[src/rtl/control_sequencer.sv]
// Multi-cycle control sequencer for data_path: fetch/decode/execute/mem/writeback plus PC ownership.
// Optional retired-instruction counter and `retired` port are enabled with CTRL_RETIRE_CNT_EN.
module control_sequencer (
  input  logic        clk,
  input  logic        reset,
  input  logic [15:0] instr_rdata,
  input  logic        instr_ready,
  input  logic        jump_signal,
  output logic [7:0]  PC,
  output logic [15:0] instruct_reg,
  output logic        regdest,
  output logic        alusrc,
  output logic        memtoreg,
  output logic        regwrite,
  output logic        memread,
  output logic        memwrite,
  output logic        branch,
  output logic        jump,
  output logic        halted,
`ifdef CTRL_RETIRE_CNT_EN
  output logic [15:0] retired,
`endif
  output logic [2:0]  state_dbg
);

  typedef enum logic [2:0] {
    S_FETCH     = 3'd0,
    S_DECODE    = 3'd1,
    S_EXECUTE   = 3'd2,
    S_MEM       = 3'd3,
    S_WRITEBACK = 3'd4,
    S_HALT      = 3'd5
  } state_t;

  typedef enum logic [2:0] {
    C_ALU_R, C_ALU_I, C_LOAD, C_STORE, C_BEQ, C_JUMP, C_HALT
  } cls_t;

  function automatic cls_t classify(input logic [15:0] ir);
    cls_t c;
    if (ir == 16'hFFFF)            c = C_HALT;
    else if (!ir[15])              c = C_ALU_R;
    else if (!ir[14])              c = C_ALU_I;
    else if (ir[13:12] == 2'b00)   c = C_LOAD;
    else if (ir[13:12] == 2'b01)   c = C_STORE;
    else if (ir[13:12] == 2'b10)   c = C_BEQ;
    else                           c = C_JUMP;
    return c;
  endfunction

  state_t      state_q, state_d;
  logic [7:0]  pc_q, pc_d;
  logic [15:0] ir_q, ir_d;
  logic        regdest_q, regdest_d;
  logic        alusrc_q, alusrc_d;
  logic        memtoreg_q, memtoreg_d;
  logic        regwrite_q, regwrite_d;
  logic        memread_q, memread_d;
  logic        memwrite_q, memwrite_d;
  logic        branch_q, branch_d;
  logic        jump_q, jump_d;
  logic        halted_q, halted_d;

  cls_t        cls_cur;
  cls_t        cls_nxt;
  logic [7:0]  pc_seq;

  // State register: all control outputs are flops loaded from the upcoming state.
  always_ff @(posedge clk) begin
    if (reset) begin
      state_q    <= S_FETCH;
      pc_q       <= 8'h00;
      ir_q       <= 16'h0000;
      regdest_q  <= 1'b0;
      alusrc_q   <= 1'b0;
      memtoreg_q <= 1'b0;
      regwrite_q <= 1'b0;
      memread_q  <= 1'b0;
      memwrite_q <= 1'b0;
      branch_q   <= 1'b0;
      jump_q     <= 1'b0;
      halted_q   <= 1'b0;
    end else begin
      state_q    <= state_d;
      pc_q       <= pc_d;
      ir_q       <= ir_d;
      regdest_q  <= regdest_d;
      alusrc_q   <= alusrc_d;
      memtoreg_q <= memtoreg_d;
      regwrite_q <= regwrite_d;
      memread_q  <= memread_d;
      memwrite_q <= memwrite_d;
      branch_q   <= branch_d;
      jump_q     <= jump_d;
      halted_q   <= halted_d;
    end
  end

  // Next-state and PC: every path back to FETCH carries the new PC on that same edge.
  always_comb begin
    cls_cur = classify(ir_q);
    pc_seq  = pc_q + 8'd1;
    state_d = state_q;
    pc_d    = pc_q;
    ir_d    = ir_q;
    unique case (state_q)
      S_FETCH: begin
        if (instr_ready) begin
          ir_d    = instr_rdata;
          state_d = S_DECODE;
        end
      end
      S_DECODE: state_d = (cls_cur == C_HALT) ? S_HALT : S_EXECUTE;
      S_EXECUTE: begin
        unique case (cls_cur)
          C_LOAD, C_STORE: state_d = S_MEM;
          C_BEQ: begin
            state_d = S_FETCH;
            pc_d    = jump_signal ? pc_seq + {{4{ir_q[3]}}, ir_q[3:0]} : pc_seq;
          end
          C_JUMP: begin
            state_d = S_FETCH;
            pc_d    = ir_q[7:0];
          end
          default: state_d = S_WRITEBACK;
        endcase
      end
      S_MEM: begin
        if (cls_cur == C_LOAD) begin
          state_d = S_WRITEBACK;
        end else begin
          state_d = S_FETCH;
          pc_d    = pc_seq;
        end
      end
      S_WRITEBACK: begin
        state_d = S_FETCH;
        pc_d    = pc_seq;
      end
      S_HALT:  state_d = S_HALT;
      default: state_d = S_FETCH;
    endcase
  end

  // Outputs for the state being entered, decoded from the instruction that state will hold.
  always_comb begin
    cls_nxt    = classify(ir_d);
    regdest_d  = 1'b0;
    alusrc_d   = 1'b0;
    memtoreg_d = 1'b0;
    if (state_d != S_FETCH && state_d != S_HALT) begin
      regdest_d  = (cls_nxt == C_ALU_R);
      alusrc_d   = (cls_nxt == C_ALU_I) || (cls_nxt == C_LOAD) || (cls_nxt == C_STORE);
      memtoreg_d = (cls_nxt == C_LOAD);
    end
    regwrite_d = (state_d == S_WRITEBACK);
    memread_d  = (cls_nxt == C_LOAD) && (state_d == S_MEM || state_d == S_WRITEBACK);
    memwrite_d = (cls_nxt == C_STORE) && (state_d == S_MEM);
    branch_d   = (cls_nxt == C_BEQ) && (state_d == S_EXECUTE);
    jump_d     = (cls_nxt == C_JUMP) && (state_d == S_EXECUTE);
    halted_d   = (state_d == S_HALT);
  end

`ifdef CTRL_RETIRE_CNT_EN
  logic [15:0] retired_q, retired_d;

  // An instruction retires on the edge that returns to FETCH; HALT never does.
  always_comb begin
    retired_d = retired_q;
    if (state_q != S_FETCH && state_d == S_FETCH) retired_d = retired_q + 16'd1;
  end

  always_ff @(posedge clk) begin
    if (reset) retired_q <= 16'h0000;
    else       retired_q <= retired_d;
  end

  assign retired = retired_q;
`endif

  assign PC           = pc_q;
  assign instruct_reg = ir_q;
  assign regdest      = regdest_q;
  assign alusrc       = alusrc_q;
  assign memtoreg     = memtoreg_q;
  assign regwrite     = regwrite_q;
  assign memread      = memread_q;
  assign memwrite     = memwrite_q;
  assign branch       = branch_q;
  assign jump         = jump_q;
  assign halted       = halted_q;
  assign state_dbg    = state_q;

endmodule

[config.mk]
export PLATFORM = sky130hd
export DESIGN_NAME = control_sequencer
export DESIGN_NICKNAME = d
export VERILOG_FILES = /design/src/rtl/control_sequencer.sv
export SDC_FILE = /design/constraint.sdc
export NUM_CORES = 1
export LEC_CHECK = 0
export CORE_ASPECT_RATIO = 1.75
export CORE_UTILIZATION = 40
export DETAILED_ROUTE_END_ITERATION = 8
export DONT_BUFFER_PORTS = 1
export SLEW_MARGIN = 10
export SYNTH_ARGS = -nofsm -noshare
export SYNTH_HDL_FRONTEND = slang
export SYNTH_SLANG_ARGS = --single-unit
[constraint.sdc]
create_clock -name clk -period 2.5 [get_ports clk]
set_input_delay 0.375 -clock clk [delete_from_list [all_inputs] [get_ports clk]]
set_output_delay 0.375 -clock clk [all_outputs]
set_load 0.02 [all_outputs]
Word level (Yosys, flattened, before mapping)
Index checks and enable logic that the tools add are counted.
{"block": "word_totals", "register_bits": 36, "inputBits": 20, "out_inout_bits": 36}
{"block": "op_classes", "add_sub_neg": 2, "n_eq_ne": 28, "muxes": 23, "n_bitwise": 1, "reduce_logical": 18}
{"operator": "$mux 3", "n": 13}
{"operator": "$eq 16x16->1 const B", "n": 2}
{"operator": "$mux 16", "n": 2}
{"operator": "$eq 3x3->1 const B", "n": 9}
{"operator": "$eq 3x2->1 const B", "n": 8}
{"operator": "$pmux 8 s3", "n": 1}
{"operator": "$mux 8", "n": 2}
{"operator": "$pmux 8 s2", "n": 1}
{"operator": "$pmux 3 s5", "n": 1}
{"operator": "$add 8x1->8 const B", "n": 1}
{"operator": "$add 8x8->8", "n": 1}
{"operator": "$eq 3x1->1 const B", "n": 2}
{"operator": "$logic_not 3->1", "n": 2}
{"operator": "$ne 3x3->1 const B", "n": 2}
{"operator": "$pmux 3 s2", "n": 1}
{"operator": "$reduce_bool 3->1", "n": 2}
{"operator": "$reduce_or 2->1", "n": 3}
{"operator": "$logic_and 1x1->1", "n": 5}
{"operator": "$eq 2x1->1 const B", "n": 2}
{"operator": "$eq 2x2->1 const B", "n": 2}
{"operator": "$logic_not 2->1", "n": 2}
{"operator": "$logic_or 1x1->1", "n": 3}
{"operator": "$reduce_and 3->1", "n": 1}
{"operator": "$mux 1", "n": 2}
{"operator": "2 further kinds", "n": 2}

Depth between registers and ports, before layout
Gate-level depths: netlist (run 1).
{"block": "logic_depth", "word_depth": 15, "depth_mapped": 10}

Least setup slack after synthesis (run 1)
OpenSTA, ideal clock, no wires.
{"block": "synth_timing", "path_kind": "reg2reg", "from": "register pc_q[0] (netlist: PC[0])", "to": "register pc_q[7] (netlist: PC[7])", "arrival_ns": 2.640, "required_time_ns": 2.426, "slack_ns": -0.215, "stages_incl_launch_ff": 11, "n_path_buf": 0, "synth_period_minus_slack_ns": 2.715, "path_cell_list": "dfxtp_1 > ha_1 > nand2_1 > xnor2_1 > ha_1 > a2111oi_0 > o21ai_0 > mux2i_1 > o21ai_0 > mux2_2 > o21ai_0"}
{"block": "synth_between", "elab_chain_len": 5}
{"item": "start, declared", "line_no": "52", "text": "logic [7:0] pc_q, pc_d;"}
{"item": "start signal, assigned", "line_no": "85", "text": "pc_q <= pc_d;"}
{"item": "$add 8x1->8 (*)", "line_no": "102", "text": "pc_seq = pc_q + 8'd1;"}
{"item": "$add 8x8->8", "line_no": "119", "text": "pc_d = jump_signal ? pc_seq + {{4{ir_q[3]}}, ir_q[3:0]} : pc_seq;"}
{"item": "$mux 8", "line_no": "119"}
{"item": "$pmux 8 s2", "line_no": "115", "text": "unique case (cls_cur)"}
{"item": "$pmux 8 s3 (*)", "line_no": "106", "text": "unique case (state_q)"}
Mark *: on every way between the ends. The rest lies on a longest branch, timed or not. The select of a mux whose other input is x is not followed.
A chain may end at the register's enable or synchronous reset.

Final worst setup path (run 1)
{"block": "layout_timing", "from": "register pc_q[2] (netlist: PC[2])", "to": "register pc_q[7] (netlist: PC[7])"}
The elaborated chain is that of the path after synthesis.

==> results.yml, run 1 <==
job:
  maxCapViolCount: 0
critical_path:
  regToRegSetupSlack_ps: 60
  crit_path_end_kind: "flip-flop"
  cp.required_ps: 2720
  crit_path_max_fanout: 3
  cp.arrival_ps: 2670
  regToRegEndpoint: "PC[7]"
  cp.depth: 10
  critPathTopFamily: "compound AO/OA/AOI/OAI gates"
  crit_end: "PC[7]"
  startpoint_type: "flip-flop"
  critPathMaxStageDelay_ps: 390
  regToRegStartpoint: "PC[2]"
  critPathKind: "reg2reg"
  crit_top_cell: "o21ai_1"
  reg2reg_depth: 10
  worstPathCellList: "and4_4, nand2_4, xnor2_2, ha_1, a2111oi_2, o21ai_1, mux2i_1, o21ai_1, mux2_4, o21ai_2"
  worst-path-buf-inv: 0
  cpMaxStageDelayCell: "a2111oi_2"
  worstSetupStartpoint: "PC[2]"
global_routing:
  gr-usage-all-layers_pct: 24.3
  first_global_vias: 2296
  grt_pass1_wl_um: 10800
  overflow: 0
  antenna_found_initial: 0
  grt_start_max_net_pins: 29
timing:
  clock.fmax_mhz: 410
  layout_min_cycle_time_ps: 2440
  rsz0062_at_grt: "yes"
  worst_pin_slew_ps: 804
  relSlewSlack_pct: 46.3
  worst_slack_ps: 58.0
  hold_violations: 0
  slew_violations: 0
  tns_ps: 0
  fin_skew_ps: 7.98
  finalSetupViolations: 0
  post-route-period-util_pct: 97.7
yosys:
  synth_xor_area_share_pct: 3.57
  synth_cell_types: 60
  synth_area_leaders: "dfxtp_1 (33%), nand2_1 (8.8%), a21oi_1 (6.1%), ha_1 (4.5%), o21ai_0 (3.6%)"
  yosys.area.top_type: "dfxtp_1"
  synth-simple-area-share_pct: 29.7
  muxShareOfSynthArea_pct: 2.43
  async_flop_share_pct: 0
  yosys.area_share.adder_pct: 5.44
  netlist_area_um2: 2210
  ys_warn_count: 0
  syn_area_per_cell_um2: 7.92
  synth_compound_area_share_pct: 22.9
  synth-seq-area-share_pct: 32.6
  synth_edf_count: 0
  synthFlopType: "dfxtp_1"
  synth-seq-cells: 36
  syn_inst: 279
  syn_nets: 308
  synth_top_family_by_area: "simple AND/OR/NAND/NOR gates"
  synth_top_area_share_pct: 32.6
drt:
  route.detailed.drc: 0
  drtIter0Drc: 83
  vias_per_cell: 5.62
  wl_um: 6600
  dr.pass1.iters: 4
  wl_per_cell_um: 16.8
  vias: 2202
  ant_nets: 0
die:
  placementRows: 35
  fp.coreArea_um2: 5300
  io_pins: 56
  fp.dieW_um: 58.2
  die_area_um2: 5840
  die-height_um: 100
  start_util_pct: 41.7
clock_network:
  clockRootBuffer: "clkbuf_8"
  clock_sinks: 36
  worstSkewPairLatency_ps: 290
  clk_pin_slew_worst_paths_ps: 80
  cts_made_buffers: 5
  htree_num_levels: 2
  clk_path_buf_depth: 2
  cts_tree: "built"
run_status:
  outcome: "completed"
layout:
  diodes: 0
  drive_above_1_share_pct: 24.5
  largest_reg_flops: 16
  layout_commonest_cell: "nand2_1"
  final_core_util_pct: 51.4
  layout_common_cells: "nand2_1 (51), buf_4 (42), dfxtp_1 (30)"
  finalNetCount: 346
  final_cells: 392
  area_growth_pct: 23.3
  fill_cells: 538
power_and_ir_drop:
  p_per_area_nw_per_um2: 470
  peakVddDrop_mv: 0.347
  leakage_nw: 1.10
worst_hold_path:
  hold_class: "in2reg"
placed_design:
  post-place-ws_ps: 11.7
  dp_cells: 382
  place.gp.congestion: 0.917
  dp_hpwl_um: 5060
  numPortBuffers: 0
cells in the mapped netlist (all sizes together), types with 5 or more instances:
library cell	number
nand2	52
xor2	5
buf	7
a21oi	29
ha	8
nand3	8
nand2b	6
nand4	11
nor2	19
dfxtp	36
o21ai	16
kinds of logic (layout without fill, tap and decap cells):
group,after synthesis,after routing
AOI/OAI and AO/OA,78,78
xor gates and xnor gates,9,9
adders and majority gates,9,9
buffers and inverters,16,55
DFF,36,36
muxes,5,5
and+or+nand+nor,126,126
worst min path at each step:
stage	from	to	slack, ps	cells after the start
after floorplan	instr_rdata[15]	instruct_reg[15]	510	2
after global routing	reset	state_dbg[0]	130	1
after global placement	reset	state_dbg[2]	450	1
final	reset	state_dbg[0]	140	1
after CTS	reset	state_dbg[0]	130	1
after detailed placement	reset	state_dbg[1]	450	1
layer usage:
layer | track usage (%) | vias up | share of wire (%)
li1 | - | 1098 | -
met1 | 24.0 | 1033 | 38
met2 | 45.4 | 55 | 54
met3 | 5.03 | 16 | 4.2
met4 | 13.6 | 0 | 4.1
met5 | 0 | - | 0
stage by stage:
stage | total power [mW] | hold WS [ps] | area [um^2]
floorplan | 0.798 | 511 | 2220
global placement | 0.858 | 450 | 2570
detailed placement | 0.861 | 452 | 2570
CTS | 1.29 | 135 | 2670
global route | 1.35 | 129 | 2730
finish | 1.28 | 144 | 2730
cell type report:
type / count / area, um^2 / share of cell area [%]
clock inverters: 2 / 15.0 / 0.551
well taps: 74 / 92.6 / 3.40
flip-flops and latches: 36 / 731 / 26.8
repair buffers: 42 / 315 / 11.6
clock buffers: 6 / 72.6 / 2.66
multi-input cells: 227 / 1480 / 54.3
inverters: 5 / 18.8 / 0.689
where the power goes:
part / total, mW / switching, mW / leakage, nW / internal (mW)
combinational: 0.216 / 0.125 / 0.757 / 0.0909
clock: 0.430 / 0.230 / 0.0457 / 0.199
sequential: 0.636 / 0.0387 / 0.297 / 0.597
repair_timing:
action	4_1_cts	5_1_grt
buffers inserted	0	2
pin swaps	0	7
gates resized for setup	3	11
hold buffers	0	0
setup endpoints to repair	1	2
Power figures use the tool's default switching activity.
==> run 2: changes to the inputs <==
==> constraint.sdc (replaced) <==
create_clock -name clk -period 3.04 [get_ports clk]
set_input_delay 0.76 -clock clk [delete_from_list [all_inputs] [get_ports clk]]
set_output_delay 0.76 -clock clk [all_outputs]
set_load 0.02 [all_outputs]
==> run 2 against run 1 <==
Effect of this change: wire length shrank 7.0%; register-to-register slack gained 300 ps; highest routed layer unchanged; critical endpoint unchanged; non-clock buffer count shrank 29; critical path type unchanged.
==> results.yml, run 2 (same netlist as run 1, synthesis figures left out) <==
clock_network:
  post-cts-setup-buffer-count: 0
  clk_path_buf_depth: 2
  clk_pin_slew_worst_paths_ps: 80
  clockRootBuffer: "clkbuf_8"
  cts-resized-gates: 0
  cts_tree: "built"
  ctsHoldBuffers: 0
  htree_num_levels: 2
  cts_made_buffers: 5
  worstSkewPairLatency_ps: 290
  clock_sinks: 36
global_routing:
  first_global_vias: 2140
  antenna_found_initial: 0
  gr-usage-all-layers_pct: 22.3
  grt_start_max_net_pins: 29
  overflow: 0
  grt_pass1_wl_um: 9950
layout:
  diodes: 0
  largest_reg_flops: 16
  final_cells: 363
  area_growth_pct: 10.6
  layout_commonest_cell: "nand2_1"
  drive_above_1_share_pct: 11.8
  finalNetCount: 317
  layout_common_cells: "nand2_1 (52), dfxtp_1 (36), a21oi_1 (27)"
drt:
  ant_nets: 0
  wl_per_cell_um: 16.9
  route.detailed.drc: 0
  vias: 2110
  vias_per_cell: 5.81
  drtIter0Drc: 54
  dr.pass1.iters: 4
  wl_um: 6140
critical_path:
  crit_path_end_kind: "flip-flop"
  startpoint_type: "flip-flop"
  cp.required_ps: 3250
  critPathKind: "reg2reg"
  cp.arrival_ps: 2900
  crit_path_max_fanout: 5
run_status:
  outcome: "completed"
die:
  start_util_pct: 41.7
  fp.dieW_um: 58.2
  die_area_um2: 5840
  fp.coreArea_um2: 5300
  io_pins: 56
  die-height_um: 100
  placementRows: 35
placed_design:
  place.gp.congestion: 0.824
  dp_cells: 355
  numPortBuffers: 0
  post-place-ws_ps: 379
  dp_hpwl_um: 4720
timing:
  layout_min_cycle_time_ps: 2690
  worst_pin_slew_ps: 1020
  clock.fmax_mhz: 372
  tns_ps: 0
  slew_violations: 0
  relSlewSlack_pct: 31.7
  finalSetupViolations: 0
  post-route-period-util_pct: 88.4
  rsz0062_at_grt: "no"
  hold_violations: 0
  fin_hold_ws_ps: 500
  fin_skew_ps: 8.01
  worst_slack_ps: 354
power_and_ir_drop:
  leakage_nw: 0.907
  peakVddDrop_mv: 0.315
  p_per_area_nw_per_um2: 421
  p_total_mw: 1.03
worst_hold_path:
  hold_class: "reg2reg"
job:
  maxCapViolCount: 0
==> run 2: changes by cell type in the layout (fill, tap and decap cells not counted), sizes merged <==
cell | before | now
clkinvlp | 0 | 1
inv | 5 | 4
buf | 42 | 13
==> run 2: metal layers <==
| metal | vias to the layer above | global-route usage (%) | routed length [um] |
|---|---|---|---|
| met5 | - | 0 | 0 |
| met4 | 0 | 9.34 | 155 |
| met3 | 13 | 4.25 | 236 |
| met2 | 55 | 43.9 | 3500 |
| met1 | 1007 | 21.4 | 2240 |
| li1 | 1035 | - | - |
==> run 2: worst paths after layout <==
| path | startpoint | to | slack (ps) | cells after the start |
|---|---|---|---|---|
| worst max-delay path | PC[0] | PC[7] | 350 | 10 |
| worst min-delay path | instruct_reg[12] | instruct_reg[12] | 500 | 2 |
| worst max register to register | PC[0] | PC[7] | 350 | 10 |
| worst min register to register | instruct_reg[12] | instruct_reg[12] | 500 | 2 |
==> run 2: area by class of cell <==
| cell class | count | area [um^2] |
|---|---|---|
| clock buffers | 6 | 72.6 |
| flip-flops and latches | 36 | 721 |
| repair buffers | 13 | 97.6 |
| well taps | 74 | 92.6 |
| fillers | 548 | 2860 |
| multi-input cells | 227 | 1430 |
| inverters | 5 | 18.8 |
| clock inverters | 2 | 16.3 |
==> run 2: worst max-delay path, stage by stage, from the launching register on <==
cell,delay (ps)
dfxtp_1,340
ha_1,270
nand2_1,140
xnor2_1,210
ha_1,310
a2111oi_0,340
o21ai_0,180
mux2i_1,150
o21ai_0,190
mux2_2,350
o21ai_0,140
==> run 2: stage by stage <==
stage / instance area [um^2] / util, %
2_1_floorplan: 2210 / -
3_3_place_gp: 2350 / 44.4
3_5_place_dp: 2350 / 44.4
4_1_cts: 2440 / 46.1
5_1_grt: 2440 / 46.1
6_report: 2440 / 46.1
==> run 2: report_power, final <==
part	switching, mW	internal [mW]	total (mW)
clock network	0.185	0.163	0.349
registers	0.0480	0.492	0.540
logic	0.0815	0.0592	0.141
==> run 3: changes to the inputs <==
--- a/config.mk
+++ b/config.mk
@@ -9,6 +9,7 @@
 export CORE_UTILIZATION = 40
 export DETAILED_ROUTE_END_ITERATION = 8
 export DONT_BUFFER_PORTS = 1
+export GPL_TIMING_DRIVEN = 0
 export SLEW_MARGIN = 10
 export SYNTH_ARGS = -nofsm -noshare
 export SYNTH_HDL_FRONTEND = slang
==> constraint.sdc (replaced) <==
create_clock -name clk -period 2.3 [get_ports clk]
set_input_delay 0.23 -clock clk [delete_from_list [all_inputs] [get_ports clk]]
set_output_delay 0.23 -clock clk [all_outputs]
set_load 0.02 [all_outputs]
==> run 3 against run 2 <==
Effect of this change: the run now ends with negative setup slack left; register-to-register slack worse by 480 ps; core utilization rose by 3.8 points; clock power up 42%; sequential share of layout area down 1.1 points; via count up 0.71%; wire length rose by 4.0%; clock skew decreased by 2.1 ps; setup slack worse by 480 ps; largest cell class unchanged.
==> results.yml, run 3 (same netlist as run 1, synthesis figures left out) <==
run_status:
  outcome: "complete, but fails checks"
  violations: "negative setup slack"
layout:
  layout_common_cells: "nand2_1 (51), a21oi_1 (26), dfxtp_1 (25)"
  largest_reg_flops: 16
  fill_cells: 514
  layout_commonest_cell: "nand2_1"
  final_core_util_pct: 49.9
  area_growth_pct: 19.6
  final_cells: 372
  drive_above_1_share_pct: 21.5
  diodes: 0
  finalNetCount: 326
drt:
  wl_per_cell_um: 17.2
  drtIter0Drc: 101
  route.detailed.drc: 0
  wl_um: 6380
  ant_nets: 0
  dr.pass1.iters: 4
  vias_per_cell: 5.71
  vias: 2125
placed_design:
  numPortBuffers: 0
  dp_cells: 353
  dp_hpwl_um: 4780
  place.gp.congestion: 0.823
  post-place-ws_ps: -528
timing:
  slew_violations: 0
  worst_pin_slew_ps: 583
  clock.fmax_mhz: 412
  hold_violations: 0
  finalSetupViolations: 2
  post-route-period-util_pct: 106
  relSlewSlack_pct: 61.1
  fin_hold_ws_ps: 64.6
  worst_slack_ps: -130
  layout_min_cycle_time_ps: 2430
  rsz0062_at_grt: "yes"
  fin_skew_ps: 5.87
worst_hold_path:
  hold_end: "instruct_reg[15]"
  min_path_cells: 2
  hp-start: "instr_rdata[15]"
  hold_class: "in2reg"
die:
  fp.dieW_um: 58.2
  placementRows: 35
  fp.coreArea_um2: 5300
  die_area_um2: 5840
  start_util_pct: 41.7
  die-height_um: 100
  io_pins: 56
power_and_ir_drop:
  leakage_nw: 0.964
  p_per_area_nw_per_um2: 537
  p_total_mw: 1.42
  peakVddDrop_mv: 0.392
clock_network:
  clock_sinks: 36
  htree_num_levels: 2
  cts_tree: "built"
  worstSkewPairLatency_ps: 290
  clk_path_buf_depth: 2
  clockRootBuffer: "clkbuf_8"
  cts_made_buffers: 5
  ctsHoldBuffers: 0
  clk_pin_slew_worst_paths_ps: 70
critical_path:
  crit_top_cell: "o21ai_1"
  worstPathCellList: "and4_4, nand2_2, xnor2_2, ha_4, a2111oi_4, o21ai_2, mux2i_1, o21ai_1, mux2_4, o21ai_1"
  crit_path_end_kind: "flip-flop"
  critPathKind: "reg2reg"
  critPathMaxStageDelay_ps: 430
  crit_path_max_fanout: 8
  regToRegEndpoint: "PC[7]"
  regToRegSetupSlack_ps: -130
  cp.arrival_ps: 2650
  startpoint_type: "flip-flop"
  cp.required_ps: 2520
  reg2reg_depth: 10
  regToRegStartpoint: "PC[2]"
  cpMaxStageDelayCell: "dfxtp_4"
global_routing:
  antenna_found_initial: 0
  first_global_vias: 2122
  overflow: 0
  grt_start_max_net_pins: 12
  grt_pass1_wl_um: 10200
  gr-usage-all-layers_pct: 22.9
job:
  maxCapViolCount: 0
==> run 3: per-layer routing <==
layer  global-route usage, %  part of all wire [%]  up-vias  routed length, um
met5                       0                     0        -                  0
met4                    8.61                   2.2        0                139
met3                    5.67                   5.3       10                338
met2                    42.7                    53       56               3410
met1                    23.9                    39      999               2490
li1                        -                     -     1060                  -
==> run 3: worst max path at each step <==
| stage | startpoint | end | depth (start not counted) |
|---|---|---|---|
| final | PC[2] | PC[7] | 10 |
| after global routing | PC[2] | PC[7] | 10 |
| after CTS | PC[2] | PC[7] | 10 |
| after detailed placement | PC[1] | PC[7] | 10 |
| after global placement | PC[1] | PC[7] | 10 |
| after floorplan | PC[2] | PC[7] | 10 |
==> run 3: power breakdown <==
part	switching, mW	total [mW]	leakage (nW)	internal [mW]
Sequential	0.0739	0.720	0.300	0.646
Combinational	0.120	0.203	0.612	0.0823
Clock	0.223	0.496	0.0515	0.274
Total	0.417	1.42	0.964	1.00
==> run 3: critical path, delay by kind of cell, from the launching register on <==
| kind | cells | cell delay (ps) |
|---|---|---|
| xor+xnor | 1 | 190 |
| mux | 2 | 450 |
| compound gates | 4 | 720 |
| fa+ha+maj | 1 | 250 |
| simple gates | 2 | 310 |
| flops | 1 | 430 |
==> run 3: what timing repair did <==
item,in CTS,in global routing
setup endpoints to repair,9,11
gates resized for setup,13,13
pin swaps,7,13
cloned,0,0
setup buffers,4,7
==> run 3: cell type report <==
cell class / count / area [um^2] / share of cell area (%)
clock buffer: 8 / 100 / 3.79
buffer: 11 / 53.8 / 2.04
multi-input combinational: 227 / 1540 / 58.4
inverter: 5 / 18.8 / 0.710
sequential: 36 / 749 / 28.4
timing repair buffer: 11 / 85.1 / 3.22
tap: 74 / 92.6 / 3.50
==> run 3: per-stage QoR <==
step,TNS [ps],area (um^2)
after global placement,-921,2340
after floorplan,-151,2250
after CTS,-156,2540
after global routing,-629,2640
after detailed placement,-1080,2340
final,-168,2640
